**src/rtl/j1_loader_pkg.sv**
```systemverilog
// Shared types and codes for the J1 byte-stream boot loader.
package j1_loader_pkg;

  typedef enum logic [3:0] {
    ST_IDLE, ST_CMD, ST_ADDR_H, ST_ADDR_L, ST_CNT_H,
    ST_CNT_L, ST_DAT_H, ST_DAT_L, ST_CSUM, ST_ACK
  } state_t;

  localparam logic [7:0] CMD_WRITE = 8'h01;
  localparam logic [7:0] CMD_RUN   = 8'h02;
  localparam logic [7:0] CMD_HALT  = 8'h03;

  localparam logic [7:0] ACK_OK  = 8'h4B;
  localparam logic [7:0] ERR_CMD = 8'hE1;
  localparam logic [7:0] ERR_TMO = 8'hE2;
  localparam logic [7:0] ERR_SUM = 8'hE3;

  // J1 program memory is word-addressed through a byte address, so bit0 is dropped.
  function automatic logic [15:0] word_addr(input logic [7:0] hi, input logic [7:0] lo);
    return {hi, lo[7:1], 1'b0};
  endfunction

endpackage

```
**src/rtl/j1_loader_timeout.sv**
```systemverilog
// Inter-byte idle counter; expired stays high once TIMEOUT idle cycles have elapsed.
module loader_timeout #(
  parameter int TIMEOUT = 100000
) (
  input  logic clk,
  input  logic rst,
  input  logic clear,
  input  logic enable,
  output logic expired
);

  localparam int W = $clog2(TIMEOUT + 1);

  logic [W-1:0] count;

  always_ff @(posedge clk) begin
    if (rst) begin
      count <= '0;
    end else if (clear) begin
      count <= '0;
    end else if (enable && (count != W'(TIMEOUT))) begin
      count <= count + W'(1);
    end
  end

  assign expired = (count == W'(TIMEOUT));

endmodule

```
**src/rtl/j1_loader.sv**
```systemverilog
// Frame parser that loads J1 program memory over the programming port and owns the CPU reset.
module j1_loader
  import j1_loader_pkg::*;
#(
  parameter logic [7:0] SYNC     = 8'hA5,
  parameter int         TIMEOUT  = 100000,
  parameter logic       BOOT_RUN = 1'b0
) (
  input  logic        sys_clk_i,
  input  logic        sys_rst_i,
  input  logic [7:0]  rx_data,
  input  logic        rx_valid,
  output logic        rx_ready,
  output logic [7:0]  tx_data,
  output logic        tx_valid,
  input  logic        tx_ready,
  output logic [15:0] pgm_addr,
  output logic [15:0] pgm_data,
  output logic        pgm_we,
  output logic        cpu_rst_o,
  output logic        load_err
);

  state_t      state;
  logic [7:0]  csum;
  logic [7:0]  cmd;
  logic [7:0]  addr_hi;
  logic [7:0]  cnt_hi;
  logic [7:0]  dat_hi;
  logic [15:0] cnt;
  logic [7:0]  sum_next;
  logic        accept;
  logic        tmo_en;
  logic        tmo_expired;

  assign rx_ready = (state != ST_ACK);
  assign accept   = rx_valid && rx_ready;
  assign tmo_en   = (state != ST_IDLE) && (state != ST_ACK);
  assign sum_next = csum + rx_data;

  loader_timeout #(.TIMEOUT(TIMEOUT)) u_timeout (
    .clk     (sys_clk_i),
    .rst     (sys_rst_i),
    .clear   (accept),
    .enable  (tmo_en),
    .expired (tmo_expired)
  );

  always_ff @(posedge sys_clk_i) begin
    if (sys_rst_i) begin
      state     <= ST_IDLE;
      csum      <= 8'h00;
      cmd       <= 8'h00;
      addr_hi   <= 8'h00;
      cnt_hi    <= 8'h00;
      dat_hi    <= 8'h00;
      cnt       <= 16'h0000;
      pgm_addr  <= 16'h0000;
      pgm_data  <= 16'h0000;
      pgm_we    <= 1'b0;
      tx_valid  <= 1'b0;
      tx_data   <= 8'h00;
      load_err  <= 1'b0;
      cpu_rst_o <= ~BOOT_RUN;
    end else begin
      pgm_we <= 1'b0;
      // The address advances on the edge that ends the write strobe.
      if (pgm_we) begin
        pgm_addr <= pgm_addr + 16'd2;
      end
      case (state)
        ST_IDLE: begin
          if (accept && (rx_data == SYNC)) begin
            csum  <= 8'h00;
            state <= ST_CMD;
          end
        end
        ST_ACK: begin
          if (tx_ready) begin
            tx_valid <= 1'b0;
            state    <= ST_IDLE;
          end
        end
        default: begin
          if (accept) begin
            csum <= sum_next;
            case (state)
              ST_CMD: begin
                cmd <= rx_data;
                case (rx_data)
                  CMD_WRITE: begin
                    cpu_rst_o <= 1'b1;
                    state     <= ST_ADDR_H;
                  end
                  CMD_RUN, CMD_HALT: state <= ST_CSUM;
                  default: begin
                    state    <= ST_ACK;
                    tx_valid <= 1'b1;
                    tx_data  <= ERR_CMD;
                    load_err <= 1'b1;
                  end
                endcase
              end
              ST_ADDR_H: begin
                addr_hi <= rx_data;
                state   <= ST_ADDR_L;
              end
              ST_ADDR_L: begin
                pgm_addr <= word_addr(addr_hi, rx_data);
                state    <= ST_CNT_H;
              end
              ST_CNT_H: begin
                cnt_hi <= rx_data;
                state  <= ST_CNT_L;
              end
              ST_CNT_L: begin
                cnt   <= {cnt_hi, rx_data};
                state <= ({cnt_hi, rx_data} == 16'h0000) ? ST_CSUM : ST_DAT_H;
              end
              ST_DAT_H: begin
                dat_hi <= rx_data;
                state  <= ST_DAT_L;
              end
              ST_DAT_L: begin
                pgm_data <= {dat_hi, rx_data};
                pgm_we   <= 1'b1;
                cnt      <= cnt - 16'd1;
                state    <= (cnt == 16'd1) ? ST_CSUM : ST_DAT_H;
              end
              ST_CSUM: begin
                state    <= ST_ACK;
                tx_valid <= 1'b1;
                if (sum_next != 8'h00) begin
                  tx_data  <= ERR_SUM;
                  load_err <= 1'b1;
                end else begin
                  tx_data  <= ACK_OK;
                  load_err <= 1'b0;
                  if (cmd == CMD_RUN) begin
                    cpu_rst_o <= 1'b0;
                  end else begin
                    cpu_rst_o <= 1'b1;
                  end
                end
              end
              default: state <= ST_IDLE;
            endcase
          end else if (tmo_expired) begin
            state    <= ST_ACK;
            tx_valid <= 1'b1;
            tx_data  <= ERR_TMO;
            load_err <= 1'b1;
          end
        end
      endcase
    end
  end

endmodule

```
**config.mk**
```make
export PLATFORM = sky130hd
export DESIGN_NAME = j1_loader
export DESIGN_NICKNAME = d
export VERILOG_FILES = /design/src/rtl/j1_loader_pkg.sv /design/src/rtl/j1_loader_timeout.sv /design/src/rtl/j1_loader.sv
export SDC_FILE = /design/constraint.sdc
export NUM_CORES = 1
export LEC_CHECK = 0
export BUFFER_PORTS_ARGS = -buffer_cell sky130_fd_sc_hd__buf_4
export CORE_MARGIN = 3
export CORE_UTILIZATION = 35
export CTS_BUF_LIST = sky130_fd_sc_hd__clkbuf_8
export DETAILED_ROUTE_END_ITERATION = 10
export MAX_ROUTING_LAYER = met4
export PLACE_DENSITY = 0.61
export SKIP_LAST_GASP = 1
export SLEW_MARGIN = 30
export SYNTH_ARGS = -nofsm -noshare
export SYNTH_HDL_FRONTEND = slang
export SYNTH_SLANG_ARGS = --single-unit
```
**constraint.sdc**
```tcl
create_clock -name sys_clk_i -period 3 [get_ports sys_clk_i]
set_input_delay 0.6 -clock sys_clk_i [delete_from_list [all_inputs] [get_ports sys_clk_i]]
set_output_delay 0.6 -clock sys_clk_i [all_outputs]
set_load 0.01 [all_outputs]
```
# Word level (Yosys, flattened, before mapping)
# Cells that the tools add are included.
dict set report totals {
  regBits 121
  word_cells 115
}
dict set report op_classes {
  addsub 4
  n_eq_ne 26
  n_mux 36
  bitwise_logic 4
  n_reduce_logical 30
}
# operator n
set op_table {}
lappend op_table {{16-bit 2-to-1 mux} 4}
lappend op_table {{8-bit 2-to-1 mux} 6}
lappend op_table {{16-bit case mux with 2 select lines} 1}
lappend op_table {{4-bit case mux with 8 select lines} 1}
lappend op_table {{8-bit case mux with 2 select lines} 2}
lappend op_table {{8-bit by 2-bit == test with 1-bit output (second input constant)} 3}
lappend op_table {{4-bit 2-to-1 mux} 6}
lappend op_table {{3-bit AND reduction} 8}
lappend op_table {{17-bit by 1-bit adder with 17-bit output (second input constant)} 1}
lappend op_table {{17-bit == test (second input constant)} 1}
lappend op_table {{17-bit inequality test (second input constant)} 1}
lappend op_table {{16-bit by 2-bit adder with 16-bit output (second input constant)} 1}
lappend op_table {{16-bit by 1-bit == test with 1-bit output (second input constant)} 1}
lappend op_table {{4-bit by 3-bit == test with 1-bit output (second input constant)} 4}
lappend op_table {{16-bit zero test} 1}
lappend op_table {{4-bit case mux with 2 select lines} 2}
lappend op_table {{16-bit by 1-bit subtractor with 16-bit output (second input constant)} 1}
lappend op_table {{1-bit 2-to-1 mux} 10}
lappend op_table {{5-bit AND reduction} 2}
lappend op_table {{8-bit adder} 1}
lappend op_table {{4-bit by 2-bit == test with 1-bit output (second input constant)} 2}
lappend op_table {{4-bit == test (second input constant)} 2}
lappend op_table {{8-bit by 1-bit == test with 1-bit output (second input constant)} 1}
lappend op_table {{8-bit == test (second input constant)} 1}
lappend op_table {{other kinds (19)} 37}

# Logic depth before layout (Yosys ltp)
# Gate-level depths: netlist of run 1.
dict set report depth {
  word_depth 6
  mapped_depth 9
}

# Hierarchy
# A second synthesis of run 1 with hierarchy kept.
dict set report hier_totals {
  hier_cells 725
  hier_area_um2 5825.6
}
# module instances cells_per_inst area_per_inst_um2
set modules_own_cells {}
lappend modules_own_cells {j1_loader 1 621 4954.8}
lappend modules_own_cells {loader_timeout 1 104 870.8}

# Worst setup path before layout of run 1
# Ideal clock, no wire load.
dict set report synth_timing {
  path_kind {in2reg}
  from {input rx_data[0]}
  to {register tx_data[5]}
  setup_time_ns 0.139
  t_arrival_ns 2.216
  required_time_ns 2.861
  slack_ns 0.645
  path_stages 8
  cell_sequence {ha_1 -> fa_1 -> a211oi_1 -> nor2_1 -> xor2_1 -> nor3_1 -> and3_1 -> a221oi_1}
}
dict set report synth_via {
  elab_chain_cells 5
}
# element line_no
set synth_lines {}
lappend synth_lines {{from (decl)} j1_loader.sv:11} ;# input logic [7:0] rx_data,
lappend synth_lines {{8-bit adder} j1_loader.sv:39} ;# assign sum_next = csum + rx_data;
lappend synth_lines {{8-bit nonzero test} j1_loader.sv:133} ;# if (sum_next != 8'h00) begin
lappend synth_lines {{8-bit 2-to-1 mux} j1_loader.sv:133}
lappend synth_lines {{8-bit case mux with 2 select lines} j1_loader.sv:87} ;# case (state)
lappend synth_lines {{8-bit 2-to-1 mux} j1_loader.sv:85} ;# if (accept) begin
lappend synth_lines {{to (signal assigned)} j1_loader.sv:99} ;# tx_data <= ERR_CMD;
lappend synth_lines {{to (signal assigned)} j1_loader.sv:134} ;# tx_data <= ERR_SUM;
lappend synth_lines {{to (signal assigned)} j1_loader.sv:137} ;# tx_data <= ACK_OK;
lappend synth_lines {{to (decl)} j1_loader.sv:14} ;# output logic [7:0] tx_data,
# Parallel ways exist; a longest one is shown, timed or not.
# A chain may end at the register's enable or synchronous reset.

# Final worst setup path of run 1
dict set report layout_timing {
  from {register state[3]}
  to {register state[1]}
}
dict set report layout_via {
  elab_chain_cells 5
}
# element line_no
set layout_lines {}
lappend layout_lines {{from (decl)} j1_loader.sv:24} ;# state_t state;
lappend layout_lines {{from (signal assigned)} j1_loader.sv:118} ;# state <= ({cnt_hi, rx_data} == 16'h0000) ? ST_CSUM : ST_DAT_H;
lappend layout_lines {{from (signal assigned)} j1_loader.sv:128} ;# state <= (cnt == 16'd1) ? ST_CSUM : ST_DAT_H;
lappend layout_lines {{branches (longest 5 deep; another with 4-bit case mux with 8 select lines)} n/a}
# Several ways; the timed one is not identified.

==> flow_summary_export.csv, run 1 <==
group,metric,value,unit
timing,setup_tns,0,ps
timing,worst_slack,628.4,ps
yosys,mappedNetlistArea,0.005774,mm²
yosys,synth_common_cells,"116 x dfxtp_1, 102 x nor2_1, 69 x nand2_1, 54 x a21oi_1, 37 x clkbuf_1",
die,die_w,134.4,µm
place,place.gp.congestion,0.8781,
finish,nFillCells,1664,
yosys,synth-main-ff-cell,"dfxtp_1",
worst_setup_path,worstPathArrival,2700,ps
pwr,ir_drop,0.0002896,V
cts,htreeDepth,4,
timing,skew,11.79,ps
finish,drive_above_1_share,14.85,%
finish,multiInputGateArea,0.003181,mm²
pwr,p_leak,2.624,nW
drt,first_pass_iters,5,
worst_setup_path,cp.required,3330,ps
timing,setup_viol,0,
worst_setup_path,worstSetupPathType,"reg -> reg",
global_routing,use_met3,4.051,%
cts,cts_sinks,116,
global_routing,grt_pass1_vias,4758,
yosys,synth_cells,703,
drt,wire_per_inst,15.02,µm
place,post-place-ws,247.2,ps
yosys,yosysMostFrequentCell,"dfxtp_1",
timing,max_freq,0.4217,GHz
yosys,yosysTopAreaCell,"dfxtp_1",
global_routing,busiest_layer,"met2",
worst_setup_path,timing.rr.start,"state[3]$_SDFFE_PP0P_",
global_routing,grt_first_pass_wirelength,24430,µm
drt,final_antenna_net_count,0,
timing,min_period_over_period,79.05,%
die,core_area,0.01600,mm²
die,initial_core_util,36.09,%
yosys,synthTopCellsByArea,"dfxtp_1 40%, nor2_1 6.6%, mux2i_1 4.9%",
timing,max-slew-margin-rel,57.88,%
cts,holdBufCountCts,0,
die,die_y,134.4,µm
place,portBuffers,53,
place,dp_hpwl,9670,µm
hold_path,hold_start,"tx_data[6]$_SDFFE_PP0P_",
worst_setup_path,worst_r2r_endpoint,"state[1]$_SDFFE_PP0P_",
finish,nets,766,
cts,clock_latency,440,ps
global_routing,antenna_found_initial,0,
worst_setup_path,crit_path_start_kind,"flop",
cts,cts_setup_buffers,0,
global_routing,grtUsageTotal,17.22,%
drt,drc,0,
cts,cts_root_buffer,"clkbuf_8",
hold_path,hold_path.class,"reg -> reg",
global_routing,overflow,0,
cts,clockBufferDepth,2,
global_routing,grt_max_degree,41,
yosys,yosysTopAreaCellShare,40.22,%
worst_setup_path,cp_max_fo,17,
yosys,synth_warnings,0,
yosys,yosysSeqAreaShare,40.22,%
yosys,ys_seq_elements,116,
die,pin_count,57,
yosys,async_flop_share,0,%
run_status,status,"finished clean",
finish,syn_to_final_growth,17.66,%
timing,hold_violations,0,
die,die_area,0.01808,mm²
cts,clkTransAtPathRegs,70,ps
drt,via_count,5082,
yosys,synth.avg_cell_area,8.214,µm²
die,rows,46,
timing,rsz0062_at_grt,"false",
hold_path,whs_path_depth,2,
worst_setup_path,endpoint_kind,"flop",
yosys,synth.distinct_cells,67,
timing,fin_crit,2372,ps
global_routing,use_met1,24.07,%
worst_setup_path,r2r_setup_slack,630,ps
timing,drv_slew,0,
pwr,power_density,565.7,mW/mm²
yosys,synth_edf_count,0,
cts,numCtsBuffers,17,
run,drv_cap,0,
hold_path,hold_path_end,"tx_data[6]$_SDFFE_PP0P_",
global_routing,grt_util_met2,24.61,%
finish,regArea,0.002322,mm²
drt,finalWirelength,14570,µm
cts,post_cts_resize_count,0,
finish,n_antenna_cell,0,
worst_setup_path,r2r_cells,6,
drt,avgViaCountPerCell,5.239,
drt,drt_iter0_drc,313,
timing,worst_pin_slew,628.5,ps
cts,cts_tree,"built",
[critical path, stage by stage, from the launching register on]
cell and delay [ps]:
dfxtp_1 710, nand4bb_1 290, nand2_1 350, a32oi_1 210, nor3_1 410, o21ai_0 170
o311ai_0 130
[sequential cells by signal, indices dropped and copies added (netlist names), 8 cells and up]
signal           flops
dat_hi               8
addr_hi              8
pgm_addr            15
cnt_hi               8
cmd                  8
u_timeout.count     17
csum                 8
cnt                 16
pgm_data            16
[worst max path at each step]
| stage | startpoint | to | slack (ps) | cells after the start |
|---|---|---|---|---|
| CTS | state[3]$_SDFFE_PP0P_ | state[1]$_SDFFE_PP0P_ | 670 | 6 |
| global placement | rx_data[0] | tx_data[5]$_SDFFE_PP0P_ | 270 | 9 |
| detailed placement | rx_data[0] | tx_data[5]$_SDFFE_PP0P_ | 250 | 8 |
| global route | state[3]$_SDFFE_PP0P_ | state[1]$_SDFFE_PP0P_ | 370 | 6 |
| finish | state[3]$_SDFFE_PP0P_ | state[1]$_SDFFE_PP0P_ | 630 | 6 |
| floorplan | rx_data[0] | tx_data[5]$_SDFFE_PP0P_ | 650 | 8 |
[per-layer routing]
metal / share of wire (%) / vias up
li1: - / 2576
met1: 51 / 2357
met2: 43 / 132
met3: 5.2 / 17
met4: 1.5 / 0
met5: 0 / -
[metrics by stage]
step	hold WS (ps)	power, mW	instances	util [%]	instance area, µm²
3_3_place_gp	437.4	2.235	938	39.65	6344
5_1_grt	439.3	4.034	970	42.46	6794
3_5_place_dp	445.8	2.239	938	39.65	6344
2_1_floorplan	431.2	2.084	705	-	5782
4_1_cts	429.1	3.885	970	42.46	6794
6_report	455.6	3.843	970	42.46	6794
[layout make-up]
| type | count | area share, % |
|---|---|---|
| Inverter | 18 | 0.9945 |
| Clock buffer | 20 | 4.052 |
| Tap cell | 216 | 3.978 |
| Timing Repair Buffer | 67 | 7.403 |
| Multi-Input combinational cell | 521 | 46.81 |
| Clock inverter | 12 | 2.578 |
| Sequential cell | 116 | 34.18 |
[cells by family (layout without fill, tap and decap cells)]
kind of cell | count (synthesis) | count (layout) | synth area share (%)
mux | 28 | 28 | 4.854
flops | 116 | 116 | 40.22
fa+ha+maj | 13 | 13 | 2.947
buf+inv | 68 | 117 | 4.940
simple gates | 295 | 295 | 25.59
other cells | 1 | 3 | 0.06494
xor+xnor | 33 | 33 | 5.005
compound gates | 149 | 149 | 16.38
[layout by cell type (no fill, tap or decap), types with 5 or more instances in the layout]
cell,Yosys,routed
a21oi_1,54,54
inv_1,18,19
nand4_1,11,11
nand2b_1,5,5
o21ai_0,20,20
or3_1,15,15
nor3_1,26,26
a211oi_1,21,21
nor2_1,102,102
ha_1,12,12
and3_1,5,5
buf_4,6,67
xor2_1,16,16
dfxtp_1,116,116
nor4_1,7,6
nand3_1,16,16
clkbuf_8,0,20
nand2_1,69,69
o22ai_1,7,7
xnor2_1,17,17
mux2i_1,28,28
a22oi_1,13,13
a31oi_1,7,7
[report_power, final]
| part | leakage (nW) | internal, mW | switching, mW |
|---|---|---|---|
| registers | 0.935 | 1.59 | 0.0448 |
| clock network | 0.227 | 0.972 | 0.662 |
| logic | 1.46 | 0.230 | 0.347 |
| total | 2.62 | 2.79 | 1.05 |
(Power assumes the default switching activity.)
==> inputs of run 2 (changes only) <==
==> constraint.sdc (replaced) <==
create_clock -name sys_clk_i -period 2.4 [get_ports sys_clk_i]
set_input_delay 0.48 -clock sys_clk_i [delete_from_list [all_inputs] [get_ports sys_clk_i]]
set_output_delay 0.48 -clock sys_clk_i [all_outputs]
set_load 0.01 [all_outputs]
==> run 2 against run 1 <==
Net effect:
- clock-buffer cell count is 3 lower
- first-iteration DRC count rose by 35%
- wire length increased by 1.3%
- die area unchanged
- largest cell class unchanged
- sequential share of layout area decreased by 0.88 points
- worst setup slack lost 470 ps
- core utilization up 1.1 points
==> flow_summary_export.csv, run 2 (synthesized netlist as in run 1, its figures left out) <==
group,metric,value,unit
worst_setup_path,slowest_stage,"fa_1",
finish,n_antenna_cell,0,
place,post-place-ws,-109.6,ps
worst_setup_path,cp.required,2690,ps
drt,drc,0,
place,dp_hpwl,9785,µm
finish,fin_util,43.58,%
finish,largestRegisters,"u_timeout.count: 17 flops, cnt: 16 flops, pgm_data: 16 flops",
cts,cts_tree,"built",
global_routing,grt_max_degree,52,
worst_setup_path,worstPathArrival,2530,ps
pwr,intPower,3.385,mW
pwr,power,4.814,mW
timing,max-slew-margin-rel,55.24,%
cts,clockBufferDepth,2,
place,portBuffers,53,
drt,drt_iter0_drc,422,
pwr,ir_drop,0.0004388,V
global_routing,grtUsageTotal,17.27,%
drt,finalWirelength,14770,µm
drt,first_pass_iters,5,
worst_setup_path,cp_max_fo,3,
cts,cts_sinks,116,
timing,min_period_over_period,93.32,%
pwr,clockPowerShare,41.1,%
timing,rsz0062_at_grt,"false",
worst_setup_path,path_cells,"ha_1 > fa_1 > xor2_1 > or3_1 > nor3_1 > buf_4 > and3_1 > a221oi_1",
pwr,seq_power_share,42.6,%
pwr,p_leak,2.738,nW
run,drv_cap,0,
pwr,switching_power,1.429,mW
global_routing,antenna_found_initial,0,
cts,holdBufCountCts,0,
finish,top_register,"u_timeout.count",
timing,worst_slack,160.3,ps
global_routing,overflow,0,
global_routing,grt_first_pass_wirelength,24470,µm
drt,avgViaCountPerCell,5.195,
worst_setup_path,crit_path_max_incr_delay,430,ps
worst_setup_path,crit_path_start_kind,"flop",
finish,largest_register_ff_count,17,
timing,setup_tns,0,ps
drt,final_antenna_net_count,0,
pwr,power_frac_comb,16.3,%
cts,htreeDepth,4,
cts,numCtsBuffers,17,
worst_setup_path,endpoint_kind,"flop",
timing,setup_viol,0,
finish,drive_above_1_share,17.95,%
cts,cts_root_buffer,"clkbuf_8",
run_status,status,"finished clean",
worst_setup_path,worstSetupPathType,"reg -> reg",
die,die_area,0.01808,mm²
drt,via_count,5174,
timing,drv_slew,0,
die,die_w,134.4,µm
global_routing,grt_pass1_vias,4803,
die,pin_count,57,
finish,final_common_cell,"dfxtp_1",
timing,fin_crit,2240,ps
timing,worst_pin_slew,671.5,ps
finish,syn_to_final_growth,20.76,%
pwr,sw_frac_of_total,29.68,%
hold_path,hold_path.class,"in -> reg",
drt,wire_per_inst,14.83,µm
pwr,power_density,690.4,mW/mm²
die,initial_core_util,36.09,%
timing,hold_violations,0,
die,die_y,134.4,µm
finish,layout.cells.most_common_list,"116 x dfxtp_1, 102 x nor2_1, 93 x buf_4, 69 x nand2_1, 54 x a21oi_1",
die,rows,46,
timing,max_freq,0.4465,GHz
finish,nets,792,
die,core_area,0.01600,mm²
place,place.gp.congestion,0.8060,
timing,skew,14.54,ps
cts,clkTransAtPathRegs,80,ps
cts,clock_latency,440,ps
-- run 2: cell count changes in the layout (fill, tap and decap cells not counted) --
cell	change
clkbuf_8	-3
inv_1	-1
buf_4	+26
a211oi_2	+1
clkinv_4	+2
inv_8	+2
clkinv_2	-1
clkinvlp_4	-1
inv_6	+3
bufinv_16	-1
a211oi_1	-1
-- run 2: metrics by stage --
step	instance area [µm²]	std cells	hold WS, ps
final	6973	996	322.9
after global routing	6973	996	293.8
after CTS	6968	996	286.7
after detailed placement	6539	964	440.6
after global placement	6539	964	435.1
after floorplan	5782	705	431.2
-- run 2: path summary, 6_finish.rpt --
check / startpoint / endpoint / slack (ps) / cells past startpoint
worst max-delay path: csum[0]$_SDFFE_PP0P_ / tx_data[5]$_SDFFE_PP0P_ / 160 / 8
worst min-delay path: sys_rst_i / tx_data[1]$_SDFFE_PP0P_ / 320 / 2
worst max register to register: csum[0]$_SDFFE_PP0P_ / tx_data[5]$_SDFFE_PP0P_ / 160 / 8
worst min register to register: tx_data[6]$_SDFFE_PP0P_ / tx_data[6]$_SDFFE_PP0P_ / 450 / 2
-- run 2: power by group through the flow --
stage	combinational (mW)	sequential (mW)	clock (mW)
global route	0.871	2.06	2.11
detailed placement	0.781	2.09	0
floorplan	0.544	2.06	0
global placement	0.781	2.09	0
CTS	0.783	2.05	2.03
finish	0.786	2.05	1.98
-- run 2: layout make-up --
class / count / area, µm²
clock buffers: 17 / 234.0
inverters: 18 / 67.56
clock inverters: 15 / 195.2
well taps: 216 / 270.3
repair buffers: 93 / 698.2
flip-flops and latches: 116 / 2322
multi-input cells: 521 / 3186
fillers: 1671 / 9027
-- run 2: metal layers --
layer | vias to the layer above | global-route usage, % | routed length, µm
li1 | 2623 | - | -
met1 | 2419 | 23.37 | 7361
met2 | 126 | 25.70 | 6545
met3 | 6 | 4.201 | 739
met4 | 0 | 5.034 | 121
met5 | - | - | 0
-- run 2: worst max-delay path, delay by kind of cell, from the launching register on --
kind / cells / cell delay, ps
flip-flops: 1 / 320
AO/OA/AOI/OAI: 1 / 70
buffers and inverters: 1 / 150
adder cells (fa/ha/maj): 2 / 630
XOR/XNOR: 1 / 200
AND/OR/NAND/NOR: 3 / 710
-- run 2: timing repair --
| action | CTS | global route |
|---|---|---|
| setup buffers | 0 | 0 |
| endpoints found under the setup margin | 0 | 2 |
| gates resized for setup | 0 | 1 |
